$ cat src/rtl/i2c_reg_sequencer_pkg.sv
// Shared definitions for the I2C register sequencer: register addresses of the
// I2C master core, command-register bit values, status-register bit indices,
// result codes and the sequencer state encoding.
package i2c_reg_sequencer_pkg;

   // Core register map
   localparam logic [2:0] ADR_PRER_LO = 3'd0;
   localparam logic [2:0] ADR_PRER_HI = 3'd1;
   localparam logic [2:0] ADR_CTR     = 3'd2;
   localparam logic [2:0] ADR_TXR_RXR = 3'd3;
   localparam logic [2:0] ADR_CR_SR   = 3'd4;

   // Command register bits (bit0 = IACK is never set)
   localparam logic [7:0] CR_STA = 8'h80;
   localparam logic [7:0] CR_STO = 8'h40;
   localparam logic [7:0] CR_RD  = 8'h20;
   localparam logic [7:0] CR_WR  = 8'h10;
   localparam logic [7:0] CR_ACK = 8'h08;

   // Control register: core enable, interrupt disabled
   localparam logic [7:0] CTR_EN = 8'h80;

   // Status register bit indices
   localparam int SR_RXACK = 7;
   localparam int SR_BUSY  = 6;
   localparam int SR_TIP   = 1;

   // Result codes reported on err_o
   localparam logic [1:0] ERR_OK      = 2'b00;
   localparam logic [1:0] ERR_NACK    = 2'b01;
   localparam logic [1:0] ERR_TIMEOUT = 2'b10;

   typedef enum logic [3:0] {
      ST_INIT_PRL = 4'd0,
      ST_INIT_PRH = 4'd1,
      ST_INIT_CTR = 4'd2,
      ST_IDLE     = 4'd3,
      ST_TXR      = 4'd4,
      ST_CR       = 4'd5,
      ST_GAP      = 4'd6,
      ST_POLL     = 4'd7,
      ST_CHK      = 4'd8,
      ST_RXR      = 4'd9,
      ST_NSTO     = 4'd10,
      ST_BUSY     = 4'd11,
      ST_TSTO     = 4'd12
   } seq_state_e;

endpackage

$ cat src/rtl/i2c_seq_wb_port.sv
// Single-access Wishbone master.
// A request pulse while idle starts one access; cyc/stb and the latched
// adr/dat/we are held until m_ack_i. The access ends on the ack edge, and
// done pulses in the following cycle with rdata holding the sampled read data.
// Because done is registered, cyc/stb are always low for at least one cycle
// before the next access can start.
// Ports:
//   wb_clk_i, arst_i        clock, async active-low reset
//   req, we, adr, wdata     access request from the sequencer
//   busy, done, rdata       access in flight / finished pulse / read data
//   m_*                     Wishbone master bus
module i2c_seq_wb_port (
   input  logic       wb_clk_i,
   input  logic       arst_i,
   input  logic       req,
   input  logic       we,
   input  logic [2:0] adr,
   input  logic [7:0] wdata,
   output logic       busy,
   output logic       done,
   output logic [7:0] rdata,
   output logic [2:0] m_adr_o,
   output logic [7:0] m_dat_o,
   input  logic [7:0] m_dat_i,
   output logic       m_we_o,
   output logic       m_stb_o,
   output logic       m_cyc_o,
   input  logic       m_ack_i
);

   logic cyc;

   always_ff @(posedge wb_clk_i or negedge arst_i) begin
      if (!arst_i) begin
         cyc     <= 1'b0;
         done    <= 1'b0;
         rdata   <= 8'h00;
         m_adr_o <= 3'd0;
         m_dat_o <= 8'h00;
         m_we_o  <= 1'b0;
      end else begin
         done <= 1'b0;
         if (cyc) begin
            if (m_ack_i) begin
               cyc  <= 1'b0;
               done <= 1'b1;
               if (!m_we_o) rdata <= m_dat_i;
            end
         end else if (req) begin
            cyc     <= 1'b1;
            m_we_o  <= we;
            m_adr_o <= adr;
            m_dat_o <= wdata;
         end
      end
   end

   assign busy    = cyc;
   assign m_cyc_o = cyc;
   assign m_stb_o = cyc;

endmodule

$ cat src/rtl/i2c_reg_sequencer.sv
// Wishbone master that programs the I2C master core and runs complete 8-bit
// register transactions (write: S dev+W reg data P, read: S dev+W reg Sr
// dev+R data NACK P). After reset it writes PRER lo/hi and CTR once, then
// accepts host requests, reporting completion on done_o/err_o/rdata_o.
// Handshake: a request is taken on a clock edge where cmd_valid_i and
// cmd_ready_o are both high; the host holds cmd_* stable until then.
// Ports:
//   wb_clk_i, arst_i              clock, async active-low reset
//   cmd_*                         host request (valid/ready, rw, dev, reg, wdata)
//   done_o, err_o, rdata_o        completion pulse, result code, read data
//   m_*                           Wishbone master to the I2C core
module i2c_reg_sequencer
   import i2c_reg_sequencer_pkg::*;
#(
   parameter logic [15:0] PRESCALE  = 16'd199,
   parameter int          TIMEOUT_W = 16
) (
   input  logic       wb_clk_i,
   input  logic       arst_i,
   input  logic       cmd_valid_i,
   output logic       cmd_ready_o,
   input  logic       cmd_rw_i,
   input  logic [6:0] cmd_dev_i,
   input  logic [7:0] cmd_reg_i,
   input  logic [7:0] cmd_wdata_i,
   output logic       done_o,
   output logic [1:0] err_o,
   output logic [7:0] rdata_o,
   output logic [2:0] m_adr_o,
   output logic [7:0] m_dat_o,
   input  logic [7:0] m_dat_i,
   output logic       m_we_o,
   output logic       m_stb_o,
   output logic       m_cyc_o,
   input  logic       m_ack_i
);

   localparam logic [TIMEOUT_W-1:0] TO_LIMIT = '1;

   seq_state_e           state, state_nxt;
   logic [2:0]           step;
   logic                 cmd_rw;
   logic [6:0]           cmd_dev;
   logic [7:0]           cmd_reg, cmd_wdata;
   logic [TIMEOUT_W-1:0] to_cnt;
   logic                 to_hit;

   logic                 wb_acc, wb_req, wb_we, wb_busy, wb_done;
   logic [2:0]           wb_adr;
   logic [7:0]           wb_wdata, wb_rdata;
   logic [7:0]           txr_byte, cr_byte;

   logic                 fin, fin_rd, step_inc;
   logic [1:0]           fin_err;

   assign to_hit      = (to_cnt == TO_LIMIT);
   assign cmd_ready_o = (state == ST_IDLE);

   // Per-step bytes. Step 3 of a read has no TXR byte (receive with NACK+STOP).
   always_comb begin
      txr_byte = 8'h00;
      cr_byte  = 8'h00;
      case (step)
         3'd0: begin txr_byte = {cmd_dev, 1'b0}; cr_byte = CR_STA | CR_WR; end
         3'd1: begin txr_byte = cmd_reg;         cr_byte = CR_WR;          end
         3'd2: begin
            if (cmd_rw) begin txr_byte = {cmd_dev, 1'b1}; cr_byte = CR_STA | CR_WR; end
            else        begin txr_byte = cmd_wdata;       cr_byte = CR_WR | CR_STO; end
         end
         3'd3: cr_byte = CR_RD | CR_ACK | CR_STO;
         default: ;
      endcase
   end

   // State register and datapath
   always_ff @(posedge wb_clk_i or negedge arst_i) begin
      if (!arst_i) begin
         state     <= ST_INIT_PRL;
         step      <= 3'd0;
         cmd_rw    <= 1'b0;
         cmd_dev   <= 7'd0;
         cmd_reg   <= 8'h00;
         cmd_wdata <= 8'h00;
         to_cnt    <= '0;
         done_o    <= 1'b0;
         err_o     <= ERR_OK;
         rdata_o   <= 8'h00;
      end else begin
         state  <= state_nxt;
         done_o <= fin;
         if (fin) begin
            err_o <= fin_err;
            if (fin_rd) rdata_o <= wb_rdata;
         end
         if (state == ST_IDLE && cmd_valid_i) begin
            cmd_rw    <= cmd_rw_i;
            cmd_dev   <= cmd_dev_i;
            cmd_reg   <= cmd_reg_i;
            cmd_wdata <= cmd_wdata_i;
            step      <= 3'd0;
         end else if (step_inc) begin
            step <= step + 3'd1;
         end
         // Counter is zero whenever a poll state is entered; saturates at the limit.
         if (state == ST_POLL || state == ST_BUSY) begin
            if (!to_hit) to_cnt <= to_cnt + TIMEOUT_W'(1);
         end else begin
            to_cnt <= '0;
         end
      end
   end

   // Next-state logic
   always_comb begin
      state_nxt = state;
      fin       = 1'b0;
      fin_err   = ERR_OK;
      fin_rd    = 1'b0;
      step_inc  = 1'b0;
      unique case (state)
         ST_INIT_PRL: if (wb_done) state_nxt = ST_INIT_PRH;
         ST_INIT_PRH: if (wb_done) state_nxt = ST_INIT_CTR;
         ST_INIT_CTR: if (wb_done) state_nxt = ST_IDLE;
         ST_IDLE:     if (cmd_valid_i) state_nxt = ST_TXR;
         ST_TXR:      if (wb_done) state_nxt = ST_CR;
         ST_CR:       if (wb_done) state_nxt = ST_GAP;
         // TIP only rises the cycle after the CR write lands in the core.
         ST_GAP:      state_nxt = ST_POLL;
         ST_POLL: begin
            if (wb_done && !wb_rdata[SR_TIP])
               state_nxt = (cmd_rw && step == 3'd3) ? ST_RXR : ST_CHK;
            else if (to_hit && !wb_busy)
               state_nxt = ST_TSTO;
         end
         ST_CHK: begin
            // wb_rdata still holds the last SR read
            if (wb_rdata[SR_RXACK]) begin
               state_nxt = ST_NSTO;
            end else if (!cmd_rw && step == 3'd2) begin
               state_nxt = ST_IDLE;
               fin       = 1'b1;
            end else begin
               step_inc  = 1'b1;
               state_nxt = (cmd_rw && step == 3'd2) ? ST_CR : ST_TXR;
            end
         end
         ST_RXR: if (wb_done) begin
            state_nxt = ST_IDLE;
            fin       = 1'b1;
            fin_rd    = 1'b1;
         end
         ST_NSTO: if (wb_done) state_nxt = ST_BUSY;
         ST_BUSY: begin
            if ((wb_done && !wb_rdata[SR_BUSY]) || (to_hit && !wb_busy)) begin
               state_nxt = ST_IDLE;
               fin       = 1'b1;
               fin_err   = ERR_NACK;
            end
         end
         ST_TSTO: if (wb_done) begin
            state_nxt = ST_IDLE;
            fin       = 1'b1;
            fin_err   = ERR_TIMEOUT;
         end
         default: state_nxt = ST_INIT_PRL;
      endcase
   end

   // Bus access selection; a new access is requested only when the port is
   // idle and not in its completion cycle.
   always_comb begin
      wb_acc   = 1'b1;
      wb_we    = 1'b1;
      wb_adr   = ADR_CR_SR;
      wb_wdata = 8'h00;
      case (state)
         ST_INIT_PRL: begin wb_adr = ADR_PRER_LO; wb_wdata = PRESCALE[7:0];  end
         ST_INIT_PRH: begin wb_adr = ADR_PRER_HI; wb_wdata = PRESCALE[15:8]; end
         ST_INIT_CTR: begin wb_adr = ADR_CTR;     wb_wdata = CTR_EN;         end
         ST_TXR:      begin wb_adr = ADR_TXR_RXR; wb_wdata = txr_byte;       end
         ST_CR:       wb_wdata = cr_byte;
         ST_POLL, ST_BUSY: begin wb_we = 1'b0; wb_acc = !to_hit; end
         ST_RXR:      begin wb_we = 1'b0; wb_adr = ADR_TXR_RXR; end
         ST_NSTO, ST_TSTO: wb_wdata = CR_STO;
         default:     wb_acc = 1'b0;
      endcase
      wb_req = wb_acc && !wb_busy && !wb_done;
   end

   i2c_seq_wb_port u_wb (
      .wb_clk_i (wb_clk_i),
      .arst_i   (arst_i),
      .req      (wb_req),
      .we       (wb_we),
      .adr      (wb_adr),
      .wdata    (wb_wdata),
      .busy     (wb_busy),
      .done     (wb_done),
      .rdata    (wb_rdata),
      .m_adr_o  (m_adr_o),
      .m_dat_o  (m_dat_o),
      .m_dat_i  (m_dat_i),
      .m_we_o   (m_we_o),
      .m_stb_o  (m_stb_o),
      .m_cyc_o  (m_cyc_o),
      .m_ack_i  (m_ack_i)
   );

endmodule
$ cat config.mk
export PLATFORM = sky130hd
export DESIGN_NAME = i2c_reg_sequencer
export DESIGN_NICKNAME = d
export VERILOG_FILES = /design/src/rtl/i2c_reg_sequencer_pkg.sv /design/src/rtl/i2c_seq_wb_port.sv /design/src/rtl/i2c_reg_sequencer.sv
export SDC_FILE = /design/constraint.sdc
export NUM_CORES = 1
export LEC_CHECK = 0
export BUFFER_PORTS_ARGS = -buffer_cell sky130_fd_sc_hd__buf_2
export CAP_MARGIN = 20
export CELL_PAD_IN_SITES_DETAIL_PLACEMENT = 1
export CELL_PAD_IN_SITES_GLOBAL_PLACEMENT = 2
export CORE_ASPECT_RATIO = 1.2
export CORE_MARGIN = 3
export CORE_UTILIZATION = 34
export CTS_CLUSTER_DIAMETER = 60
export DETAILED_ROUTE_END_ITERATION = 10
export PLACE_DENSITY = 0.88
export SETUP_SLACK_MARGIN = 0.1
export SYNTH_ARGS = -nofsm -noshare
export SYNTH_HDL_FRONTEND = slang
export SYNTH_HIERARCHICAL = 1
export SYNTH_SLANG_ARGS = --single-unit
$ cat constraint.sdc
create_clock -name wb_clk_i -period 1.9 [get_ports wb_clk_i]
set_input_delay 0.285 -clock wb_clk_i [delete_from_list [all_inputs] [get_ports wb_clk_i]]
set_output_delay 0.285 -clock wb_clk_i [all_outputs]
set_load 0.005 [all_outputs]
==> results of run 1 <==
-- stage by stage --
| step | worst slack, ns | cell area (sq um) | hold WS (ns) | instances | setup TNS (ns) |
|---|---|---|---|---|---|
| after global placement | -0.03182 | 4727 | 0.3014 | 578 | -0.03182 |
| after CTS | -0.05399 | 5226 | 0.1775 | 606 | -0.5159 |
| after detailed placement | -0.06696 | 4727 | 0.3100 | 578 | -0.6389 |
| after floorplan | -0.01548 | 4073 | -0.01059 | 350 | -0.1394 |
| final | 0.01290 | 5477 | 0.1830 | 618 | 0 |
| after global routing | -0.05960 | 5477 | 0.1736 | 618 | -0.5691 |
-- worst min-delay path by stage --
stage	startpoint	endpoint	slack, ns	depth (start not counted)
6_report	cmd_dev_i[2]	cmd_dev[2]	0.18	2
5_1_grt	cmd_dev_i[2]	cmd_dev[2]	0.17	2
3_3_place_gp	arst_i	to_cnt[7]	0.30	1
3_5_place_dp	arst_i	to_cnt[2]	0.31	1
2_1_floorplan	arst_i	cmd_dev[0]	-0.01	0
4_1_cts	cmd_dev_i[2]	cmd_dev[2]	0.18	2
-- cells in the mapped netlist, types with 2 or more instances --
library cell	count
sky130_fd_sc_hd__or3_1	2
sky130_fd_sc_hd__a311oi_1	2
sky130_fd_sc_hd__buf_4	4
sky130_fd_sc_hd__o21ai_0	11
sky130_fd_sc_hd__buf_6	5
sky130_fd_sc_hd__nand3_1	12
sky130_fd_sc_hd__nand3b_2	2
sky130_fd_sc_hd__ha_1	6
sky130_fd_sc_hd__nand4_1	2
sky130_fd_sc_hd__o311a_1	2
sky130_fd_sc_hd__inv_1	6
sky130_fd_sc_hd__nor3b_1	4
sky130_fd_sc_hd__o22ai_1	2
sky130_fd_sc_hd__a222oi_1	6
sky130_fd_sc_hd__a21o_1	4
sky130_fd_sc_hd__o21a_1	2
sky130_fd_sc_hd__mux2i_1	2
sky130_fd_sc_hd__a221o_1	2
sky130_fd_sc_hd__nor3_1	5
sky130_fd_sc_hd__and2_1	2
sky130_fd_sc_hd__nor2_1	30
sky130_fd_sc_hd__o221ai_1	2
sky130_fd_sc_hd__a211oi_1	3
sky130_fd_sc_hd__clkbuf_1	6
sky130_fd_sc_hd__a31oi_1	2
sky130_fd_sc_hd__and3_1	2
sky130_fd_sc_hd__mux2_2	53
sky130_fd_sc_hd__nor4_2	2
sky130_fd_sc_hd__o21bai_1	2
sky130_fd_sc_hd__nor2b_1	4
sky130_fd_sc_hd__dfrtp_1	80
sky130_fd_sc_hd__a21oi_1	14
sky130_fd_sc_hd__nand2b_1	3
sky130_fd_sc_hd__buf_2	5
sky130_fd_sc_hd__a211oi_2	2
sky130_fd_sc_hd__o21ai_1	2
sky130_fd_sc_hd__xnor2_1	12
sky130_fd_sc_hd__nand2_1	17
sky130_fd_sc_hd__o31ai_1	3
-- per-layer routing --
metal / vias to the layer above / GRT usage [%] / routed length [microns]
met2: 72 / 31.19 / 6229
met3: 14 / 2.887 / 391
met1: 1691 / 21.87 / 4774
met4: 0 / 4.556 / 132
met5: - / 0 / 0
li1: 1487 / - / -
-- power by group --
group          switching [uW]  total, uW  internal (uW)
clock                     680       1630            954
sequential                526       2850           2330
combinational            1860       3890           2040
-- cell families (layout without fill, tap and decap cells) --
kind of cell,after synthesis,after routing
fa+ha+maj,6,6
flops,80,80
compound gates,69,69
buf+inv,28,141
mux,56,56
xor+xnor,12,12
simple gates,99,100
-- what timing repair did --
item                       in CTS  in global routing
resized for setup              19                 42
pin swaps                       4                 15
hold buffers                    1                  0
gates cloned                    2                  0
buffers inserted               10                 12
setup endpoints to repair      65                 58
hold endpoints to repair       38                  0
-- cell type report --
class,count,area [sq um]
Clock buffer,11,252.7
Clock inverter,4,27.53
Fill cell,1224,5822
Inverter,7,30.03
Multi-Input combinational cell,243,2118
Sequential cell,80,2012
Tap cell,154,192.7
Timing Repair Buffer,119,843.3
==> impl_summary.md, run 1 <==
STA
Dividing the final minimum period by the clock period gives between 90 and 100%. Between clock sinks in the finished design, the worst skew comes to about 0.009 ns. The max-slew violation count is 0. Setup violations remaining at the end of the flow were counted as 0. Based on the critical path, the design can be clocked at up to about 530 MHz. In this run the tightest slew margin relative to its limit is between 60 and 70%. The final critical path time including I/O delays and setup is ~1.9 ns. Setup repair after global routing could not meet its margin everywhere. At the pin with the least slew margin, the transition time is around 0.54 ns.

The hold violation total from the final report is 0.

Critical path
Data on the critical path arrives at its endpoint at 2.10 ns. The launch point of the worst reg-to-reg path is step[1]. The path type of the worst setup path is reg -> reg. The largest single stage delay on the critical path is 0.44 ns. The cell count of the worst reg-to-reg path is 6. The destination of the critical timing path is u_wb/m_dat_o[6]. The number of stages on the worst setup path is 6. The dominant delay contributor by cell family on the critical path is compound AO/OA/AOI/OAI gates. In this run the worst path has a maximum fanout of 7. The slowest stage of the critical path is the sky130_fd_sc_hd__dfrtp_2 cell. The critical path starts at step[1]. The critical path goes through ha_4 > nor3b_4 > buf_6 > a222oi_1 > o221ai_1 > mux2_4. The sort of element at the start of the critical path is a flip-flop.

The worst-case register-to-register setup slack is 0.01 ns. The required arrival time at the worst endpoint is 2.11 ns. In this run the critical register-to-register path is captured at u_wb/m_dat_o[6]. The sum of buffers and inverters on the critical path is 1. The critical path capture point type is a flip-flop.

Routing
The first routing iteration left 136 violations. The average wire length per cell after detail routing is 18.65 microns. For this block, the routed nets add up to roughly 12000 microns of wire.

For this block, the via count after detailed routing is 3264. The first-pass iteration count of the detailed router is 4. The post-route antenna net violation count is 0. The number of remaining DRC errors is 0. Dividing the detail-routed via count by the number of cells gives 5.282.

Logic synthesis
The post-synthesis cell type count is 62. The library cell with the largest summed area after synthesis is sky130_fd_sc_hd__dfrtp_1. The compound-cell area share of the yosys netlist is about an eighth. During synthesis, Yosys emitted a total of 6 warnings. The netlist area before placement is 4030 sq um. After synthesis, flip-flops and latches occupy 49.67% of the total area. The synthesized netlist cell count is 350. The post-synthesis share of cell area spent on xor and xnor gates is approximately 2.6%. The number of synthesized flops with an enable pin is 0. After synthesis, the share of flip-flops with an asynchronous set or reset is 100.0%.

By area the synthesized netlist is led by sky130_fd_sc_hd__dfrtp_1, sky130_fd_sc_hd__mux2_2, sky130_fd_sc_hd__nor2_1, sky130_fd_sc_hd__xnor2_1, sky130_fd_sc_hd__ha_1. The area fraction of the dominant cell type after synthesis is 49.67%. In the synthesized netlist, mux cells make up 15.59% of the area. Synthesis inferred 80 register bits.

The fraction of the mapped netlist area in adder cells is 1.863%. The synthesized netlist devotes between 10% and 20% of its cell area to simple gates. The number of nets in the synthesized netlist is 392.

Dividing the synthesized area by the synthesized cell count gives about 12 sq um. The most frequently used flop master after synthesis is sky130_fd_sc_hd__dfrtp_1. The largest family of logic cells by synthesized area is multiplexers.

Place
The number of port buffers is slightly above 60. The HPWL after detailed placement is 7754 microns. Routability-driven placement finished with a final weighted congestion of about 0.86.

CTS
The root buffer cell is sky130_fd_sc_hd__clkbuf_16. The number of buffers inserted during clock tree synthesis is 9. The clock transition at the registers of the reported paths is approximately 0.060 ns. The number of sinks driven by the clock tree is 80. The number of H-tree branching levels is 3.

In this run the deepest clock path goes through 2 buffers. The clock insertion delay at the later pin of the skew report is approximately 0.33 ns. TritonCTS built the clock tree.

Floorplanning
For this design the top-level I/O count stands at between 60 and 70. The horizontal die dimension is 105.4 microns. The full die area is 13200 sq um.

The row count is 42. The floorplan step set the die height to around 130 microns. The initial standard-cell utilization of the core is between 30% and 40%. The region available for standard cell placement spans between 10000 and 15000 sq um.

GRT
The via count of the first global-routing pass was 3545. Global routing used ~17% of the available tracks. The number of antenna violations at the first check in global routing came to 0. Entering global routing, the biggest net connects 43 pins. Summed over all layers, the global routing overflow is 0. The first global-routing pass estimated between 15000 and 20000 microns of wire.

Min path
The tightest min-delay check is of the in -> reg type.

Finish
The register name with the most flops is to_cnt. Measured on the finished design, the core utilization comes to 48.47%. The area growth from synthesis to layout is 35.89%. Leaving out fill and tap cells, the most frequent cell in the layout is sky130_fd_sc_hd__dfrtp_1. The number of antenna diodes in the final layout is 0. The number of flip-flops in the largest register is 16.

The library cells used most frequently in the layout, excluding fill and tap cells, are sky130_fd_sc_hd__dfrtp_1, sky130_fd_sc_hd__buf_2, sky130_fd_sc_hd__mux2_2. In the final design database the tool counted around 500 nets. The fraction of layout cells with a size suffix above 1 is approximately 53%.

Job
The number of violations of the max-capacitance limit is 0.

Run status
The run finished with clean final reports.

Power and ir drop
Dividing total power by cell area gives a power density of ~1500 nW/um^2. The design draws between 8000 and 9000 uW. The largest voltage drop on the vdd net is ~0.00062 V. The analysis attributes to cell leakage a power of 0.002506 uW.
No activity file was read; power rests on OpenSTA's default activity.
==> run 2: changes to the inputs <==
--- a/config.mk
+++ b/config.mk
@@ -11,12 +11,11 @@
 export CELL_PAD_IN_SITES_GLOBAL_PLACEMENT = 2
 export CORE_ASPECT_RATIO = 1.2
 export CORE_MARGIN = 3
-export CORE_UTILIZATION = 34
+export CORE_UTILIZATION = 33
 export CTS_CLUSTER_DIAMETER = 60
 export DETAILED_ROUTE_END_ITERATION = 10
-export PLACE_DENSITY = 0.88
+export PLACE_DENSITY = 0.87
 export SETUP_SLACK_MARGIN = 0.1
 export SYNTH_ARGS = -nofsm -noshare
 export SYNTH_HDL_FRONTEND = slang
-export SYNTH_HIERARCHICAL = 1
 export SYNTH_SLANG_ARGS = --single-unit
==> run 2 against run 1 <==
  * Global-route usage rose by 1.1 points
  * Critical path type unchanged
  * Largest cell class unchanged
  * Sequential share of layout area fell by 1.1 points
  * Wire length rose by 4.9%
  * The run now ends with setup timing left
  * Largest power group unchanged
  * Synthesized area rose by 0.16%
  * Sequential power fell by 2%
==> impl_summary.md, run 2 <==
Critical path
Following the worst setup path forward leads to its endpoint at u_wb.m_dat_o[5]. The largest fanout of any net on the critical path is 7 (unchanged). The launch point of the worst reg-to-reg path is to_cnt[0]. The data arrival time of the critical path is 2.14 ns (+0.04 ns). The sort of element at the start of the critical path is a flip-flop. The start point of the critical path is to_cnt[0].

The cell count of the worst reg-to-reg path is 7 (+1). The worst-case register-to-register setup slack is -0.01 ns (-0.03 ns). The path type of the worst setup path is reg -> reg. The critical path capture point type is a flip-flop. The worst register-to-register path ends at u_wb.m_dat_o[5]. The required arrival time at the worst endpoint was 2.13 ns (+0.02 ns).

GRT
The most congested layer reported by global routing is met2. The total congestion overflow is 0 (unchanged). The largest net degree at the start of global routing is 46 (+7.0%). The number of antenna violations at the first check in global routing is 0 (unchanged). The first-pass GRT wire length is 19790 microns (+6.5%). The met3 usage came to 3.386% (+0.50 points). The met2 usage in global routing is 33.54% (+2.3 points). The overall track demand over capacity in global routing is 18.58% (+1.1 points). The via count of the first global-routing pass came to 3821 (+7.8%). The met1 usage in global routing was 22.02% (+0.15 points).

Finish
The final-layout fill cell count is 1277 (+4.3%). Leaving out fill and tap cells, the most frequent cells in the layout are sky130_fd_sc_hd__dfrtp_1, sky130_fd_sc_hd__buf_4, sky130_fd_sc_hd__buf_2. The register with the most flip-flops in the final layout is to_cnt.

The area growth from synthesis to final layout is 39.40%. The number of nets in the layout came to 532 (+6.0%). The most common cell after layout, fill and taps aside is sky130_fd_sc_hd__dfrtp_1. The final non-filler cell total is 650 (+5.2%). The finished layout cell area is 5627 sq um (+2.7%). The number of flip-flops in the largest register is 16 (unchanged). The number of inserted diodes is 0 (unchanged).

The fraction of layout cells with a size suffix above 1 is 49.29% (-3.3 points).

Power and ir drop
The power density over the cells is 1616 nW/um^2 (+5.6%). The total power was 9093 uW (+8.5%). The static power due to leakage is 0.002568 uW (+2.5%). The largest voltage drop on the vdd net was 0.0005988 V (-3.7%).

Floorplanning
The full die area is 13600 sq um (+3.0%). The area of the placeable core is 11780 sq um (+4.3%). The I/O pin count is 62 (unchanged). The horizontal die dimension is 107.0 microns (+1.5%). The initial standard-cell utilization of the core is 34.26% (-1.4 points). The row count came to 43 (+2.4%). The height of the chip is 127.2 microns (+1.5%).

Logic synthesis
The synthesized area per cell is 11.06 sq um (-4.0%). The proportion of synthesized flip-flops having asynchronous set or reset is 100.0% (unchanged). The library cell with the highest instance count after synthesis is sky130_fd_sc_hd__dfrtp_1. The post-synthesis share of cell area spent on xor and xnor gates is 2.170% (-0.44 points). The number of synthesized flops with an enable pin is 0 (unchanged). Summed over all instances, the cell type with the most area after synthesis is sky130_fd_sc_hd__dfrtp_1. The synthesis-stage register bit count was 80 (unchanged). Yosys attributes the largest share of cell area to sky130_fd_sc_hd__dfrtp_1, sky130_fd_sc_hd__mux2_2, sky130_fd_sc_hd__nor2_1, sky130_fd_sc_hd__ha_1, sky130_fd_sc_hd__nand2b_1. The simple-gate share of the synthesized area is 15.56% (+1.6 points). The net count after synthesis came to 408 (+4.1%). The multiplexer fraction of the synthesized cell area is 13.76% (-1.8 points). The largest family of logic cells by synthesized area is simple AND/OR/NAND/NOR gates. The sequential share of the synthesized area was 49.60% (-0.077 points).

Ranked by instance count, the synthesized netlist is headed by sky130_fd_sc_hd__dfrtp_1, sky130_fd_sc_hd__mux2_2, sky130_fd_sc_hd__nor2_1. The compound-cell area share of the yosys netlist is 13.45% (+1.2 points). The netlist area before placement was 4036 sq um (+0.16%).

The synthesized netlist cell count was 365 (+4.3%). The area fraction of the dominant cell type after synthesis is 49.60% (-0.077 points). The most frequently used flop master after synthesis is sky130_fd_sc_hd__dfrtp_1. The fraction of the mapped netlist area in adder cells is 2.170% (+0.31 points).

The Yosys warning count is 0 (-6). The post-synthesis cell type count is 63 (+1.6%).

CTS
The clock insertion delay at the later pin of the skew report is 0.34 ns (about the same). TritonCTS built the clock tree. The number of buffers inserted during clock tree synthesis is 9 (unchanged). The clock transition at the registers of the reported paths is 0.06 ns (about the same).

The number of H-tree branching levels is 3 (unchanged). The number of sinks driven by the clock tree is 80 (unchanged). The number of buffers between clock root and the deepest sink was 2 (unchanged). The cell sitting at the root of the clock tree is a sky130_fd_sc_hd__clkbuf_16.

Place
The HPWL after detailed placement was 8945 microns (+15%). The number of placed instances, taps included is 629 (+8.8%). The placement-stage cell area is 4985 sq um (+5.5%).

The global placement routability congestion came to 0.8864 (+3.1%). The number of port buffers is 61 (unchanged). The setup slack after placement is -0.1070 ns (-0.04004 ns).

STA
The worst-margin pin slew is 0.4886 ns (-0.05141 ns). The worst slew margin relative to its limit was 67.43% (+3.7 points). The final critical path time including I/O delays and setup is 1.914 ns (+0.02679 ns). Setup repair after global routing could not meet its margin everywhere. The max-slew violation count came to 0 (unchanged). The setup violation total in the final timing report is 2 (+2). The part of the cycle the worst path needs came to 100.7% (+1.4 points). The hold violation total from the final report came to 0 (unchanged). The final worst clock skew is 0.006136 ns (-0.002844 ns).

The highest clock frequency the design can meet came to 522.5 MHz (-1.4%). The worst path setup slack after routing is -0.01388 ns (-0.02679 ns).

Routing
The number of vias in the routed layout is 3401 (+4.2%). The total wire length after detailed routing was 12100 microns (+4.9%). The via count normalized by instance count is 5.232 (-0.93%). The average wire length per cell after detail routing is 18.61 microns (-0.24%). The number of remaining DRC errors is 0 (unchanged). The first-pass iteration count of the detailed router came to 5 (+1). The first-iteration detailed-routing DRC count is 159 (+17%). The post-route antenna net violation count came to 0 (unchanged).

Min path
The tightest min-delay check is of the in -> reg type.

Run status
The checks that failed: setup timing. The flow ran to the end, but the final reports show violations.

Job
The number of violations of the max-capacitance limit was 0 (unchanged).
run 2: changes by cell type after synthesis, moves of 5 or more:
cell	change
sky130_fd_sc_hd__nand2b_1	+9
sky130_fd_sc_hd__a22o_1	+5
sky130_fd_sc_hd__clkbuf_1	+5
sky130_fd_sc_hd__xnor2_1	-6
sky130_fd_sc_hd__a211oi_1	+6
sky130_fd_sc_hd__nor3_1	+8
sky130_fd_sc_hd__mux2_2	-9
run 2: cell families after synthesis:
| kind of cell | Yosys count |
|---|---|
| AO/OA/AOI/OAI | 76 |
| XOR/XNOR | 10 |
| adder cells (fa/ha/maj) | 7 |
| buffers and inverters | 28 |
| flip-flops | 80 |
| multiplexers | 49 |
| AND/OR/NAND/NOR | 115 |
run 2: critical path, stage by stage, from the launching register on:
cell and delay, ns:
sky130_fd_sc_hd__dfrtp_1 0.39, sky130_fd_sc_hd__ha_2 0.19, sky130_fd_sc_hd__and4_4 0.15, sky130_fd_sc_hd__nand2_2 0.08, sky130_fd_sc_hd__nor2_4 0.04, sky130_fd_sc_hd__a2111o_2 0.55
sky130_fd_sc_hd__buf_12 0.19, sky130_fd_sc_hd__a22o_1 0.21
run 2: area by class of cell:
class,count,area [sq um],area share (%)
clock buffers,9,225.2,4.003
clock inverters,6,116.4,2.068
inverters,9,33.78,0.6004
multi-input cells,257,2121,37.69
flip-flops and latches,80,2006,35.65
well taps,157,196.4,3.491
repair buffers,132,928.4,16.50
run 2: worst min-delay path by stage:
stage          startpoint  slack, ns             to  cells after the start
2_1_floorplan      arst_i      -0.01     cmd_dev[0]                      0
3_3_place_gp       arst_i       0.28  u_wb.rdata[4]                      1
3_5_place_dp       arst_i       0.29     rdata_o[1]                      1
4_1_cts           m_ack_i       0.14      u_wb.busy                      2
5_1_grt           m_ack_i       0.15      u_wb.busy                      2
6_report          m_ack_i       0.14      u_wb.busy                      2
run 2: timing repair:
action,CTS,global route
pin swaps,13,7
endpoints found under the setup margin,21,55
buffers inserted,3,3
hold endpoints to repair,35,0
hold buffers,1,0
resized for setup,30,29
run 2: power by group:
| group | switching, uW | internal (uW) | leakage [uW] |
|---|---|---|---|
| Combinational | 2060 | 2240 | 0.00138 |
| Clock | 712 | 1280 | 0.000166 |
| Sequential | 484 | 2320 | 0.00102 |
| Total | 3250 | 5840 | 0.00257 |
run 2: per-stage QoR:
step	util, %	TNS (ns)	hold WS [ns]
6_report	47.75	-0.01467	0.1434
5_1_grt	47.75	-0.5439	0.1494
4_1_cts	46.55	-0.1143	0.1375
3_5_place_dp	42.31	-0.7785	0.2851
3_3_place_gp	42.31	-0.3199	0.2793
2_1_floorplan	-	-0.06631	-0.01059
run 2: per-layer routing:
metal	routed length [microns]	vias up
met5	0	-
met4	227	0
met3	394	17
met2	6436	60
met1	5036	1730
li1	-	1594
